### src/rtl/pe_pipe_rr.sv
// Pipelined priority encoder: fixed lowest-index-first or round-robin search,
// with a registered result stage (S1) and a registered output stage (S2).
module pe_pipe_rr #(
  parameter int W  = 16,
  parameter int LW = 4,
  parameter int RR = 0
) (
  input  logic          clk,
  input  logic          rst,
  input  logic          in_vld,
  output logic          in_rdy,
  input  logic [W-1:0]  in_oht,
  output logic          out_vld,
  input  logic          out_rdy,
  output logic [LW-1:0] out_bin,
  output logic [W-1:0]  out_oht,
  output logic          out_hit
);

  logic [LW-1:0] ptr;
  logic [LW-1:0] base;
  logic [LW-1:0] enc_bin;
  logic          enc_hit;
  logic          s1_vld;
  logic          s1_hit;
  logic [LW-1:0] s1_bin;
  logic [W-1:0]  s1_oht;
  logic          s2_adv;
  logic          s1_adv;
  logic          acc;

  // Handshake: S2 drains on out_rdy, S1 moves whenever S2 makes room.
  assign s2_adv = !out_vld || out_rdy;
  assign s1_adv = s1_vld && s2_adv;
  assign in_rdy = !rst && (!s1_vld || s1_adv);
  assign acc    = in_vld && in_rdy;

  // Fixed priority is simply a round-robin search that always starts at 0.
  assign base = (RR != 0) ? ptr : '0;

  // First set bit at or above base; index arithmetic wraps modulo W.
  always_comb begin
    logic [LW-1:0] idx;
    enc_hit = 1'b0;
    enc_bin = '0;
    idx     = '0;
    for (int i = 0; i < W; i++) begin
      idx = base + LW'(i);
      if (!enc_hit && in_oht[idx]) begin
        enc_hit = 1'b1;
        enc_bin = idx;
      end
    end
  end

  always_comb begin
    s1_oht = '0;
    if (s1_hit) s1_oht[s1_bin] = 1'b1;
  end

  always_ff @(posedge clk or posedge rst) begin
    if (rst) begin
      ptr <= '0;
    end else if ((RR != 0) && acc && enc_hit) begin
      ptr <= enc_bin + LW'(1);
    end
  end

  // A new acceptance refills S1 on the same edge it empties, so no bubble.
  always_ff @(posedge clk or posedge rst) begin
    if (rst) begin
      s1_vld <= 1'b0;
      s1_hit <= 1'b0;
      s1_bin <= '0;
    end else if (acc) begin
      s1_vld <= 1'b1;
      s1_hit <= enc_hit;
      s1_bin <= enc_bin;
    end else if (s1_adv) begin
      s1_vld <= 1'b0;
    end
  end

  always_ff @(posedge clk or posedge rst) begin
    if (rst) begin
      out_vld <= 1'b0;
      out_hit <= 1'b0;
      out_bin <= '0;
      out_oht <= '0;
    end else if (s2_adv) begin
      out_vld <= s1_vld;
      if (s1_vld) begin
        out_hit <= s1_hit;
        out_bin <= s1_bin;
        out_oht <= s1_oht;
      end
    end
  end

endmodule

### config.mk
export PLATFORM = sky130hd
export DESIGN_NAME = pe_pipe_rr
export DESIGN_NICKNAME = d
export VERILOG_FILES = /design/src/rtl/pe_pipe_rr.sv
export SDC_FILE = /design/constraint.sdc
export NUM_CORES = 1
export LEC_CHECK = 0
export CAP_MARGIN = 20
export CELL_PAD_IN_SITES_DETAIL_PLACEMENT = 0
export CELL_PAD_IN_SITES_GLOBAL_PLACEMENT = 1
export CORE_UTILIZATION = 31
export CTS_BUF_LIST = sky130_fd_sc_hd__clkbuf_4
export DETAILED_ROUTE_END_ITERATION = 16
export GPL_TIMING_DRIVEN = 0
export PLACE_DENSITY = 0.74
export SLEW_MARGIN = 15
export SYNTH_ARGS = -nofsm -noshare
export SYNTH_HDL_FRONTEND = slang
export SYNTH_SLANG_ARGS = --single-unit
### constraint.sdc
create_clock -name clk -period 1.5 [get_ports clk]
set_input_delay 0.375 -clock clk [delete_from_list [all_inputs] [get_ports clk]]
set_output_delay 0.375 -clock clk [all_outputs]
set_load 0.01 [all_outputs]
==> metrics.csv, run 1 <==
metric,value,unit
synthesized area per cell,9.24,um^2
Post-synth ARST share,100,%
synth cell count leaders,"nand2_1, dfrtp_1, o21ai_0",
Nets,214,
Hold Crit Class,in -> async,
status,finished with violations,
WS Path Type,in -> reg,
critical path arrival,1.77,ns
synthesized net count,160,
core footprint,4000,um^2
multi-input logic area,578,um^2
Post-route DRC,0,
slew margin rel.,54.3,%
die height,66.6,um
RSZ-0062 raised after global routing,yes,
first-pass GRT wire length,4960,um
delay of the slowest critical-path stage,0.55,ns
Max IR drop VDD,264,uV
iteration-0 DRC count of the detailed router,44,
worst-path maximum fanout,2,
Yosys top cell area share,54.2,%
H-tree depth,1,
"CTS clk-pin slew, worst paths",0.14,ns
clock root cell,clkbuf_4,
Gate Count Post-Synth,140,
HPWL Detailed,2170,um
R2R Path End,s1_bin[0],
Final setup viols,1,
fin worst setup slack,-0.00859,ns
TritonCTS clock tree,done,
slowest CP cell,or4_4,
Overflow after GRT,0,
Longest Clk Path Bufs,2,
worst endpoint required time,1.76,ns
routed vias,1152,
crit end category,flip-flop,
initial antenna violation count,0,
RR Startpoint,s1_vld,
"Seq/Total Area, Yosys",54.2,%
TritonRoute pass-1 iters,4,
cells along the critical path,"buf_6, or4_4, nor3_4, or4b_1, a31oi_1",
minimum clock period,1.51,ns
Area Growth Syn to Fin,43.2,%
row cnt,23,
share of cells above drive strength 1,16.6,%
FF/Latch Area,701,um^2
# diodes,0,
CTS buffer count,3,
vias per cell,4.74,
failing checks,negative setup slack,
Yosys cell types,32,
largest net degree at the start of global routing,16,
worst reg2reg path depth,5,
largest cells by area after synthesis,"dfrtp_1, nand2_1, o21ai_0, nand2b_1, nor2_1",
largest area contributor in the netlist,dfrtp_1,
worst-skew pair later-pin latency,0.32,ns
"Hold-fix buffers, CTS",0,
initial core utilization,32.3,%
I/O pins,43,
most common flop cell mapped by yosys,dfrtp_1,
total power,1.61,mW
Chip Width,66.6,um
Max Cap Viol,0,
fin crit share,101,%
Setup TNS,-0.00859,ns
drt wl/cell,12.4,um
Buf/Inv on CP,1,
Leak Pwr,0.906,nW
I/O Buffers,42,
Total GRT Usage,14.5,%
Slew Limit Fails,0,
Die Footprint,4440,um^2
fmax,663,MHz
clk_skew,0.000566,ns
power per standard cell area,871,nW/um^2
Final Hold Fails,0,
Netlist Area Pre-Place,1290,um^2
Worst-Margin Slew,0.682,ns
Placement Cell Area,1780,um^2
routability cong.,0.778,
Post-synth EDFFs,0,
# clock sinks,28,
CP startpoint kind,primary input,
top-count cell post-synth,nand2_1,
antenna-violating nets left,0,
family with the most delay on the worst path,simple AND/OR/NAND/NOR gates,
final wirelength,3010,um
fillcell total,394,
post-route cell area,1850,um^2
vias in the first global route,1144,
"flops & latches, synth",28,
FF-to-FF setup slack,0.14,ns
Syn. warnings,0,
fin util,46.3,%
==> kinds of logic after synthesis <==
logic type	Yosys count	share of synthesized area (%)
compound gates	27	12.5
buf+inv	10	3.77
simple gates	75	29.6
flops	28	54.2
==> cells in the final DEF, fill, tap and decap left out, drive strengths merged, types with 2 or more instances in the layout <==
cell type and count:
nand2 36, dfrtp 28, dlygate4sd2 26, o21ai 16, buf 12, nor2 9
clkbuf 8, nand2b 6, clkdlybuf4s50 6, clkdlybuf4s15 4, nor3 4, inv 3
a31oi 3, nand4 2, or2 2, or4 2, nand3b 2, nand3 2
a211oi 2, nand4b 2, and2 2, or3 2, clkinvlp 2
==> where the power goes <==
part	internal, mW	switching (mW)
Sequential	0.838	0.0456
Combinational	0.200	0.220
Clock	0.0976	0.213
==> worst max path at each step <==
stage,from,to,slack [ns],cells after the start
after global placement,rst,in_rdy,-1.14,4
after CTS,out_vld,in_rdy,-0.05,3
after floorplan,in_oht[1],s1_bin[1],-0.31,4
final,in_oht[3],s1_bin[1],-0.009,5
after global routing,in_oht[3],s1_bin[1],-0.05,5
after detailed placement,rst,in_rdy,-1.18,4
==> layout make-up <==
type                       instances  area share (%)
multi-input combinational        102            31.2
sequential                        28            37.8
buffer                             5            1.62
clock inverter                     1           0.203
timing repair buffer              49            23.3
clock buffer                       3            1.22
tap                               50            3.38
timing repair inverter             1           0.270
inverter                           4            1.01
==> state kept, by name, summed over array words and instances, names as in the netlist <==
name     cells
s1_hit       1
s1_bin       4
out_vld      1
out_oht     16
s1_vld       1
out_hit      1
out_bin      4
==> metrics by stage <==
step | cells | hold slack, ns | worst slack [ns]
after floorplan | 140 | 0.288 | -0.314
after global placement | 232 | 0.461 | -1.14
after detailed placement | 232 | 0.464 | -1.18
after CTS | 242 | 0.272 | -0.0480
after global routing | 243 | 0.287 | -0.0455
final | 243 | 0.275 | -0.00859
==> tightest hold or removal path, delay by kind of cell <==
kind	cells	cell delay, ns
buffers and inverters	3	0.61
==> metal layers <==
layer | global-route usage, % | wire, um | vias to the layer above | share of wire, %
met5 | 0 | 0 | - | 0
met1 | 16.8 | 1340 | 529 | 44
met4 | 5.59 | 27 | 0 | 0.90
li1 | - | - | 587 | -
met2 | 27.4 | 1540 | 34 | 51
met3 | 1.03 | 109 | 2 | 3.6
==> timing repair <==
action,4_1_cts,5_1_grt
setup buffers,6,1
cloned,1,0
resized for setup,57,7
pin swaps,8,5
endpoints found under the setup margin,45,6
Power figures use the tool's default switching activity.
==> run 2: changes to the inputs <==
- CORE_ASPECT_RATIO: default -> 1.25
==> run 2 against run 1 <==
Against the previous run:
- the flow still finishes with violations (negative setup slack)
- non-clock buffer count decreased by 2
- total power shrank 2.0%
- critical path depth stayed put
- die area about the same
- register-to-register slack improved by 0.04 ns
- final cell count up 0.41%
- utilization increased by 1.2 points
- hold slack improved by 0.0067 ns
- via count grew 0.87%
- critical path type unchanged
- highest routed layer unchanged
==> metrics.csv, run 2 (synthesis results as in run 1) <==
metric,value,unit,change
Final setup viols,1,,unchanged
routability cong.,0.763,,-1.9%
Total GRT Usage,14.9,%,+0.42 points
vias per cell,4.76,,+0.45%
Leak Pwr,0.899,nW,-0.78%
final wirelength,3050,um,+1.2%
Setup TNS,-0.0675,ns,-0.0589 ns
# diodes,0,,unchanged
iteration-0 DRC count of the detailed router,21,,-52%
Die Footprint,4440,um^2,about the same
Internal,1.12,mW,-1.4%
minimum clock period,1.57,ns,+0.0589 ns
Chip Width,59.8,um,-10%
"CTS clk-pin slew, worst paths",0.14,ns,about the same
top flop regs,"out_oht x16, out_bin x4, s1_bin x4",,
failing checks,negative setup slack,,
Hold Crit Class,in -> async,,
power per standard cell area,858,nW/um^2,-1.5%
I/O Buffers,42,,unchanged
status,finished with violations,,
worst-skew pair later-pin latency,0.32,ns,about the same
WS Path Type,in -> reg,,
hold slack,0.282,ns,+0.00671 ns
die height,74.2,um,+11%
first-pass GRT wire length,4950,um,-0.28%
Final Hold Fails,0,,unchanged
cells along the critical path,"buf_6, or4_4, nor3_4, or4b_4, a31oi_1",,
Net Sw Frac,29.2,%,-0.43 points
antenna-violating nets left,0,,unchanged
sequential share of power,55.7,%,+1.0 points
clock group share of total power,18.6,%,-0.7 points
core footprint,3880,um^2,-3.0%
Nets,212,,-0.93%
I/O pins,43,,unchanged
row cnt,25,,+8.7%
most frequent cells in the layout,"nand2_1, dfrtp_1, dlygate4sd2_1",,
fin crit share,105,%,+3.9 points
CTS buffer count,3,,unchanged
slew margin rel.,54.5,%,+0.21 points
drt wl/cell,12.5,um,+0.81%
Max IR drop VDD,232,uV,-12%
crit end category,flip-flop,,
Worst-Margin Slew,0.679,ns,-0.00318 ns
largest register by flop count,out_oht,,
worst endpoint required time,1.75,ns,about the same
Sw Pwr,463,uW,-3.4%
delay of the slowest critical-path stage,0.55,ns,about the same
vias in the first global route,1111,,-2.9%
max reg flops,16,,unchanged
HPWL Detailed,2240,um,+2.8%
Comb power frac,25.7,%,-0.3 points
TritonCTS clock tree,done,,
routed vias,1162,,+0.87%
Overflow after GRT,0,,unchanged
RSZ-0062 raised after global routing,yes,,
largest net degree at the start of global routing,16,,unchanged
Post-route DRC,0,,unchanged
initial core utilization,33.4,%,+1.0 points
# clock sinks,28,,unchanged
fmax,638,MHz,-3.8%
CP startpoint kind,primary input,,
Max Cap Viol,0,,unchanged
share of cells above drive strength 1,16.8,%,+0.26 points
slowest CP cell,or4_4,,
clk_skew,0.00777,ns,+0.00721 ns
critical path arrival,1.81,ns,+0.04 ns
initial antenna violation count,0,,unchanged
Slew Limit Fails,0,,unchanged
fin worst setup slack,-0.0675,ns,-0.0589 ns
fin util,47.5,%,+1.2 points
TritonRoute pass-1 iters,4,,unchanged
Area Growth Syn to Fin,42.6,%,
"commonest non-fill, non-tap cell in the layout",nand2_1,,
worst-path maximum fanout,3,,+1
Longest Clk Path Bufs,2,,unchanged
H-tree depth,1,,unchanged
clock root cell,clkbuf_4,,
## run 2: cell types whose count changed in the layout (fill, tap and decap cells not counted), sizes merged
cell,delta
clkdlybuf4s15,-1
clkinv,-1
dlygate4sd2,+1
buf,-2
## run 2: path summary, 6_finish.rpt
path	start	endpoint	slack, ns	cells past startpoint
max in group asynchronous	rst	out_bin[0]	0.81	2
hold / removal	rst	out_oht[7]	0.28	3
hold reg to reg	out_oht[0]	out_oht[0]	0.49	2
setup reg to reg	out_vld	out_oht[15]	0.18	4
setup / recovery	in_oht[3]	s1_bin[1]	-0.07	5
min in group clk	in_oht[0]	s1_bin[0]	0.35	3
## run 2: final cells by class
| class | count | area (um^2) |
|---|---|---|
| flip-flops and latches | 28 | 701 |
| multi-input cells | 102 | 592 |
| repair buffers | 47 | 408 |
| fillers | 414 | 2030 |
| repair inverters | 1 | 5.00 |
| clock buffers | 3 | 22.5 |
| plain buffers | 5 | 30.0 |
| well taps | 54 | 67.6 |
| inverters | 4 | 18.8 |
## run 2: layer usage
layer / up-vias / GRT usage [%] / wire length [um]
li1: 581 / - / -
met1: 538 / 16.7 / 1200
met2: 37 / 28.1 / 1670
met3: 6 / 1.04 / 109
met4: 0 / 6.98 / 65
met5: - / 0 / 0
## run 2: worst max-delay path, delay by kind of cell
family	cells	cell delay, ns
compound gates	1	0.17
buf+inv	1	0.09
simple gates	3	1.17
## run 2: stage by stage
stage          worst slack [ns]  area (um^2)  std cells  total power, mW
2_1_floorplan            -0.314         1300        140             1.10
5_1_grt                 -0.0720         1840        244             1.68
6_report                -0.0675         1840        244             1.58
3_3_place_gp              -1.13         1790        236             1.35
4_1_cts                 -0.0464         1820        244             1.60
3_5_place_dp              -1.17         1790        236             1.36
## run 2: power groups by stage
stage | clock network, mW | logic, mW | registers (mW)
after floorplan | 0 | 0.173 | 0.930
after global placement | 0 | 0.451 | 0.896
after detailed placement | 0 | 0.460 | 0.901
after CTS | 0.312 | 0.410 | 0.882
after global routing | 0.332 | 0.456 | 0.894
final | 0.294 | 0.407 | 0.881
## run 2: repair_timing
action,4_1_cts,5_1_grt
resized for setup,56,8
hold buffers,0,0
cloned,1,0
pin swaps,7,6
setup buffers,5,0
endpoints found under the setup margin,45,7
==> run 3: changes to the inputs <==
- CAP_MARGIN: 20 -> default
- CTS_CLUSTER_SIZE: default -> 20
- RECOVER_POWER: default -> 25
==> results of run 3 <==
Final layout, timing and power as in run 2 (identical DEF).
